==> src/rtl/reg_arb_pkg.sv <==
// Shared types and defaults for the register write arbiter and its round-robin picker.
package reg_arb_pkg;

    localparam int DEF_WIDTH    = 8;
    localparam int DEF_NUM_REQ  = 4;
    localparam int DEF_HOLD_MAX = 4;

    localparam logic [0:0] ST_IDLE  = 1'b0;
    localparam logic [0:0] ST_WRITE = 1'b1;

    typedef enum logic [0:0] {
        IDLE  = ST_IDLE,
        WRITE = ST_WRITE
    } state_t;

    function automatic int idx_w(input int n);
        return (n > 1) ? $clog2(n) : 1;
    endfunction

endpackage

==> src/rtl/rr_pick.sv <==
// Combinational round-robin picker: first unmasked request at or after ptr_i, wrapping N-1 -> 0.
module rr_pick
    import reg_arb_pkg::*;
#(
    parameter int N = DEF_NUM_REQ,
    localparam int IW = idx_w(N)
) (
    input  logic [N-1:0]  req_i,
    input  logic [N-1:0]  mask_i,
    input  logic [IW-1:0] ptr_i,
    output logic [IW-1:0] gnt_idx_o,
    output logic          gnt_vld_o
);

    logic [N-1:0]  elig;
    logic [IW-1:0] sel;
    int            idx;

    assign elig = req_i & ~mask_i;

    always_comb begin
        gnt_idx_o = '0;
        gnt_vld_o = 1'b0;
        idx       = 0;
        sel       = '0;
        for (int i = 0; i < N; i++) begin
            idx = int'(ptr_i) + i;
            if (idx >= N) idx = idx - N;
            sel = IW'(idx);
            if (!gnt_vld_o && elig[sel]) begin
                gnt_vld_o = 1'b1;
                gnt_idx_o = sel;
            end
        end
    end

endmodule

==> src/rtl/reg_write_arbiter.sv <==
// Round-robin arbiter sharing one register write port among NUM_REQ valid/ready requesters.
// Optional REG_ARB_HOLD_EN adds req_hold_i so an owner can keep the port for up to HOLD_MAX writes.
module reg_write_arbiter
    import reg_arb_pkg::*;
#(
    parameter int WIDTH    = DEF_WIDTH,
    parameter int NUM_REQ  = DEF_NUM_REQ,
    parameter int HOLD_MAX = DEF_HOLD_MAX
) (
    input  logic                             clk,
    input  logic                             rst,
    input  logic [NUM_REQ-1:0]               req_valid_i,
    input  logic [NUM_REQ-1:0][WIDTH-1:0]    req_data_i,
`ifdef REG_ARB_HOLD_EN
    input  logic [NUM_REQ-1:0]               req_hold_i,
`endif
    output logic [NUM_REQ-1:0]               req_ready_o,
    output logic                             reg_en_o,
    output logic [WIDTH-1:0]                 reg_in_o,
    output logic [idx_w(NUM_REQ)-1:0]        owner_o,
    output logic                             busy_o
);

    localparam int IW = idx_w(NUM_REQ);

    state_t               state_q, state_d;
    logic [IW-1:0]        ptr_q, ptr_d;
    logic [IW-1:0]        owner_q, owner_d;
    logic [WIDTH-1:0]     data_q, data_d;
    logic [NUM_REQ-1:0]   ready_q, ready_d;

    logic [IW-1:0]        nxt_ptr;
    logic [IW-1:0]        pick_ptr;
    logic [NUM_REQ-1:0]   pick_mask;
    logic [IW-1:0]        gnt_idx;
    logic                 gnt_vld;

`ifdef REG_ARB_HOLD_EN
    localparam int HCW = $clog2(HOLD_MAX + 1);
    logic [HCW-1:0]       hold_cnt_q, hold_cnt_d;
`endif

    function automatic logic [NUM_REQ-1:0] onehot(input logic [IW-1:0] i);
        onehot    = '0;
        onehot[i] = 1'b1;
    endfunction

    assign nxt_ptr = (owner_q == IW'(NUM_REQ - 1)) ? '0 : owner_q + IW'(1);

    // While writing, the current owner is excluded and the search starts just past it.
    assign pick_ptr  = (state_q == WRITE) ? nxt_ptr : ptr_q;
    assign pick_mask = (state_q == WRITE) ? onehot(owner_q) : '0;

    rr_pick #(.N(NUM_REQ)) u_pick (
        .req_i     (req_valid_i),
        .mask_i    (pick_mask),
        .ptr_i     (pick_ptr),
        .gnt_idx_o (gnt_idx),
        .gnt_vld_o (gnt_vld)
    );

    always_comb begin
        state_d = state_q;
        ptr_d   = ptr_q;
        owner_d = owner_q;
        data_d  = data_q;
        ready_d = '0;
`ifdef REG_ARB_HOLD_EN
        hold_cnt_d = hold_cnt_q;
`endif
        case (state_q)
            IDLE: begin
                if (gnt_vld) begin
                    state_d = WRITE;
                    owner_d = gnt_idx;
                    data_d  = req_data_i[gnt_idx];
                    ready_d = onehot(gnt_idx);
`ifdef REG_ARB_HOLD_EN
                    hold_cnt_d = HCW'(1);
`endif
                end
            end
            WRITE: begin
                ptr_d = nxt_ptr;
`ifdef REG_ARB_HOLD_EN
                if (req_hold_i[owner_q] && req_valid_i[owner_q] && (hold_cnt_q < HCW'(HOLD_MAX))) begin
                    ptr_d      = ptr_q;
                    data_d     = req_data_i[owner_q];
                    ready_d    = onehot(owner_q);
                    hold_cnt_d = hold_cnt_q + HCW'(1);
                end else
`endif
                if (gnt_vld) begin
                    owner_d = gnt_idx;
                    data_d  = req_data_i[gnt_idx];
                    ready_d = onehot(gnt_idx);
`ifdef REG_ARB_HOLD_EN
                    hold_cnt_d = HCW'(1);
`endif
                end else begin
                    state_d = IDLE;
                end
            end
            default: state_d = IDLE;
        endcase
    end

    always_ff @(posedge clk or posedge rst) begin
        if (rst) begin
            state_q <= IDLE;
            ptr_q   <= '0;
            owner_q <= '0;
            data_q  <= '0;
            ready_q <= '0;
        end else begin
            state_q <= state_d;
            ptr_q   <= ptr_d;
            owner_q <= owner_d;
            data_q  <= data_d;
            ready_q <= ready_d;
        end
    end

`ifdef REG_ARB_HOLD_EN
    always_ff @(posedge clk or posedge rst) begin
        if (rst) hold_cnt_q <= '0;
        else     hold_cnt_q <= hold_cnt_d;
    end
`endif

    assign reg_en_o    = (state_q == WRITE);
    assign busy_o      = (state_q == WRITE);
    assign reg_in_o    = data_q;
    assign owner_o     = owner_q;
    assign req_ready_o = ready_q;

endmodule
==> config.mk <==
export PLATFORM = sky130hd
export DESIGN_NAME = reg_write_arbiter
export DESIGN_NICKNAME = d
export VERILOG_FILES = /design/src/rtl/reg_arb_pkg.sv /design/src/rtl/rr_pick.sv /design/src/rtl/reg_write_arbiter.sv
export SDC_FILE = /design/constraint.sdc
export NUM_CORES = 1
export LEC_CHECK = 0
export CAP_MARGIN = 0
export CORE_UTILIZATION = 39
export DETAILED_ROUTE_END_ITERATION = 16
export PLACE_DENSITY = 0.79
export SLEW_MARGIN = 0
export SYNTH_ARGS = -nofsm -noshare
export SYNTH_HDL_FRONTEND = slang
export SYNTH_HIERARCHICAL = 1
export SYNTH_SLANG_ARGS = --single-unit
export TNS_END_PERCENT = 50
==> constraint.sdc <==
create_clock -name clk -period 2.55 [get_ports clk]
set_input_delay 0.51 -clock clk [delete_from_list [all_inputs] [get_ports clk]]
set_output_delay 0.51 -clock clk [all_outputs]
set_load 0.005 [all_outputs]
==> results.yml <==
timing:
  min_period_over_period_pct: 93.6
  slew_headroom_pct: 57.5
  rsz0062_at_grt: "no"
  drv_slew: 0
  finalHoldViolCount: 0
  setup_viol: 0
  fin_crit_ns: 2.39
  worst_pin_slew_ns: 0.637
  setup_tns_ns: 0
  skew_ns: 0.00785
  max_freq_ghz: 0.419
  layout_setup_ws_ns: 0.164
route:
  first_pass_iters: 4
  avgViaCountPerCell: 5.26
  first_iter_violations: 12
  antenna_left: 0
  wl_um: 2640
  drc_errors: 0
  vias: 967
  post_drt_wl_per_cell_um: 14.3
clock_network:
  cts_tree: "yes"
  cts_buffers: 3
  clk_latency_ns: 0.28
  clockBufferDepth: 2
  clk_pin_slew_worst_paths_ns: 0.10
  h-tree-depth: 1
  cts_root_buf: "clkbuf_4"
  cts_sinks: 17
pwr:
  swShare_pct: 39.5
  power_density_nw_per_um2: 1190
  power.leakage_nw: 0.672
  power.internal_w: 0.00116
  pwr-share-seq_pct: 24.8
  power_w: 0.00192
  power_switching_w: 0.000760
  irDropWorstVdd_uv: 651
  pwr-share-clk_pct: 7.3
  combPwrFrac_pct: 67.9
outcome:
  outcome: "finished, final reports clean"
floorplan:
  die_w_um: 53.8
  coreArea_sq_um: 2500
  die_h_um: 53.8
  placementRows: 18
  start_util_pct: 41.9
  io_pins: 54
  dieArea_sq_um: 2900
synthesis:
  syn-num-nets: 139
  netlist.area_leader.share_pct: 40.6
  ys.flop_type: "dfrtp_1"
  synth_area_per_cell_sq_um: 10.8
  synth-warning-count: 6
  synth-seq-cells: 17
  ys_seq_area_share_pct: 40.6
  async_flop_share_pct: 100
  synth_common_cells: "dfrtp_1, o22ai_1, a21oi_1, inv_1"
  synth_most_common_cell: "dfrtp_1"
  synth.area.top_cells: "dfrtp_1, o22ai_1, ha_1"
  yosys.cell_types.count: 31
  netlist_area_sq_um: 1050
  synth-edff-count: 0
  synth_top_cell_by_area: "dfrtp_1"
  synthCells: 97
placement:
  io_buffer_count: 53
  place_ws_ns: 0.0806
  hpwl_um: 2100
  gp_congestion: 0.697
worst_setup_path:
  cp_data_required_time_ns: 2.70
  crit_fanout: 11
  ff2ff_setup_slack_ns: 0.16
  startpoint_type: "flip-flop"
  worstSetupPathType: "flip-flop to flip-flop"
  arrival_ns: 2.54
  end_kind: "flip-flop"
global_route:
  grt_first_pass_wirelength_um: 4370
  grt_overflow: 0
  antenna_found_initial: 0
  grt_pass1_vias: 1055
  grt_max_degree: 18
  grt_usage_pct: 21.6
final_layout:
  fillerInstances: 214
  antenna_cells: 0
  drive_gt1_share_pct: 13.6
  fin_nets: 197
  area_growth_pct: 54.2
run:
  maxCapViolations: 0
min_path:
  hp-class: "flip-flop to flip-flop"
per-layer routing:
layer / global-route usage (%) / wire [um] / up-vias
met2: 38.1 / 1400 / 46
met1: 24.1 / 1040 / 453
met3: 4.24 / 180 / 2
met5: 0 / 0 / -
met4: 11.4 / 17 / 0
li1: - / - / 466
metrics by stage:
stage                     cell area, sq um  cells  util [%]  hold WS (ns)
after floorplan                       1050     97         -         0.436
after global placement                1560    177      62.5         0.523
after detailed placement              1560    177      62.5         0.549
after CTS                             1590    181      63.6         0.572
after global routing                  1620    184      64.6         0.606
final                                 1620    184      64.6         0.577
worst max-delay path, cell delays in order, from the launching register on:
cell and delay, ns:
dfrtp_1 0.40, inv_1 0.09, ha_1 0.28, mux2_2 0.31, inv_1 0.10, o221ai_1 0.11
a21oi_1 0.21, buf_6 0.17, mux2_1 0.34, o22ai_1 0.14, a21oi_1 0.10
cells by family (layout without fill, tap and decap cells):
family	Yosys count	count (layout)	synth area share [%]
multiplexers	9	9	9.32
AND/OR/NAND/NOR	22	22	13.7
AO/OA/AOI/OAI	31	31	21.1
buffers and inverters	14	71	10.4
flip-flops	17	17	40.6
adder cells (fa/ha/maj)	4	4	4.78
worst paths after layout:
check                                  startpoint                 endpoint  cells after the start
max                        owner_o[0]$_DFFE_PP0P_  reg_in_o[2]$_DFFE_PP0P_                     10
min                            ptr_q[1]$_DFF_PP0_       ptr_q[1]$_DFF_PP0_                      1
max reg2reg                owner_o[0]$_DFFE_PP0P_  reg_in_o[2]$_DFFE_PP0P_                     10
min reg2reg                    ptr_q[1]$_DFF_PP0_       ptr_q[1]$_DFF_PP0_                      1
max in group asynchronous                     rst   owner_o[1]$_DFFE_PP0P_                      2
min in group asynchronous                     rst  reg_in_o[1]$_DFFE_PP0P_                      2
registers in the layout, summed over array words and instances (netlist names):
register,cells
busy_o,1
owner_o,2
ptr_q,2
reg_in_o,8
req_ready_o,4
layout by cell type (no fill, tap or decap):
master / n
ha_1: 4
buf_4: 6
o32ai_1: 3
mux2_2: 4
mux2i_1: 3
clkbuf_1: 1
a2bb2oi_2: 1
o22ai_1: 10
nand2_1: 2
and2_2: 1
mux2_1: 2
clkbuf_4: 3
nor2b_1: 1
nand3_1: 1
a311oi_2: 1
o221ai_1: 2
nor2_1: 4
and2_1: 4
clkdlybuf4s50_1: 53
nand2b_4: 2
nor3_1: 3
buf_6: 1
nor2b_4: 1
nand2b_1: 1
a211oi_1: 3
a21oi_1: 7
and3_2: 1
dfrtp_1: 17
nand3b_1: 1
o21ai_0: 1
inv_1: 7
o21bai_1: 3
cell type report:
cell class / count / area [sq um] / area share (%)
Timing Repair Buffer: 60 / 587 / 36.3
Clock buffer: 4 / 26.3 / 1.63
Inverter: 7 / 26.3 / 1.63
Sequential cell: 17 / 425 / 26.3
Tap cell: 30 / 37.5 / 2.32
Multi-Input combinational cell: 66 / 513 / 31.8
power groups by stage:
stage | clock network [W] | logic, W | registers [W]
after floorplan | 0 | 0.000915 | 0.000483
after global placement | 0 | 0.00118 | 0.000480
after detailed placement | 0 | 0.00124 | 0.000484
after CTS | 0.000147 | 0.00125 | 0.000483
after global routing | 0.000161 | 0.00144 | 0.000492
final | 0.000141 | 0.00131 | 0.000478
timing repair:
action	4_1_cts	5_1_grt
setup buffers	0	3
gates resized for setup	0	1
endpoints found under the setup margin	0	7
hold buffers	0	0
No activity file was read; power rests on OpenSTA's default activity.
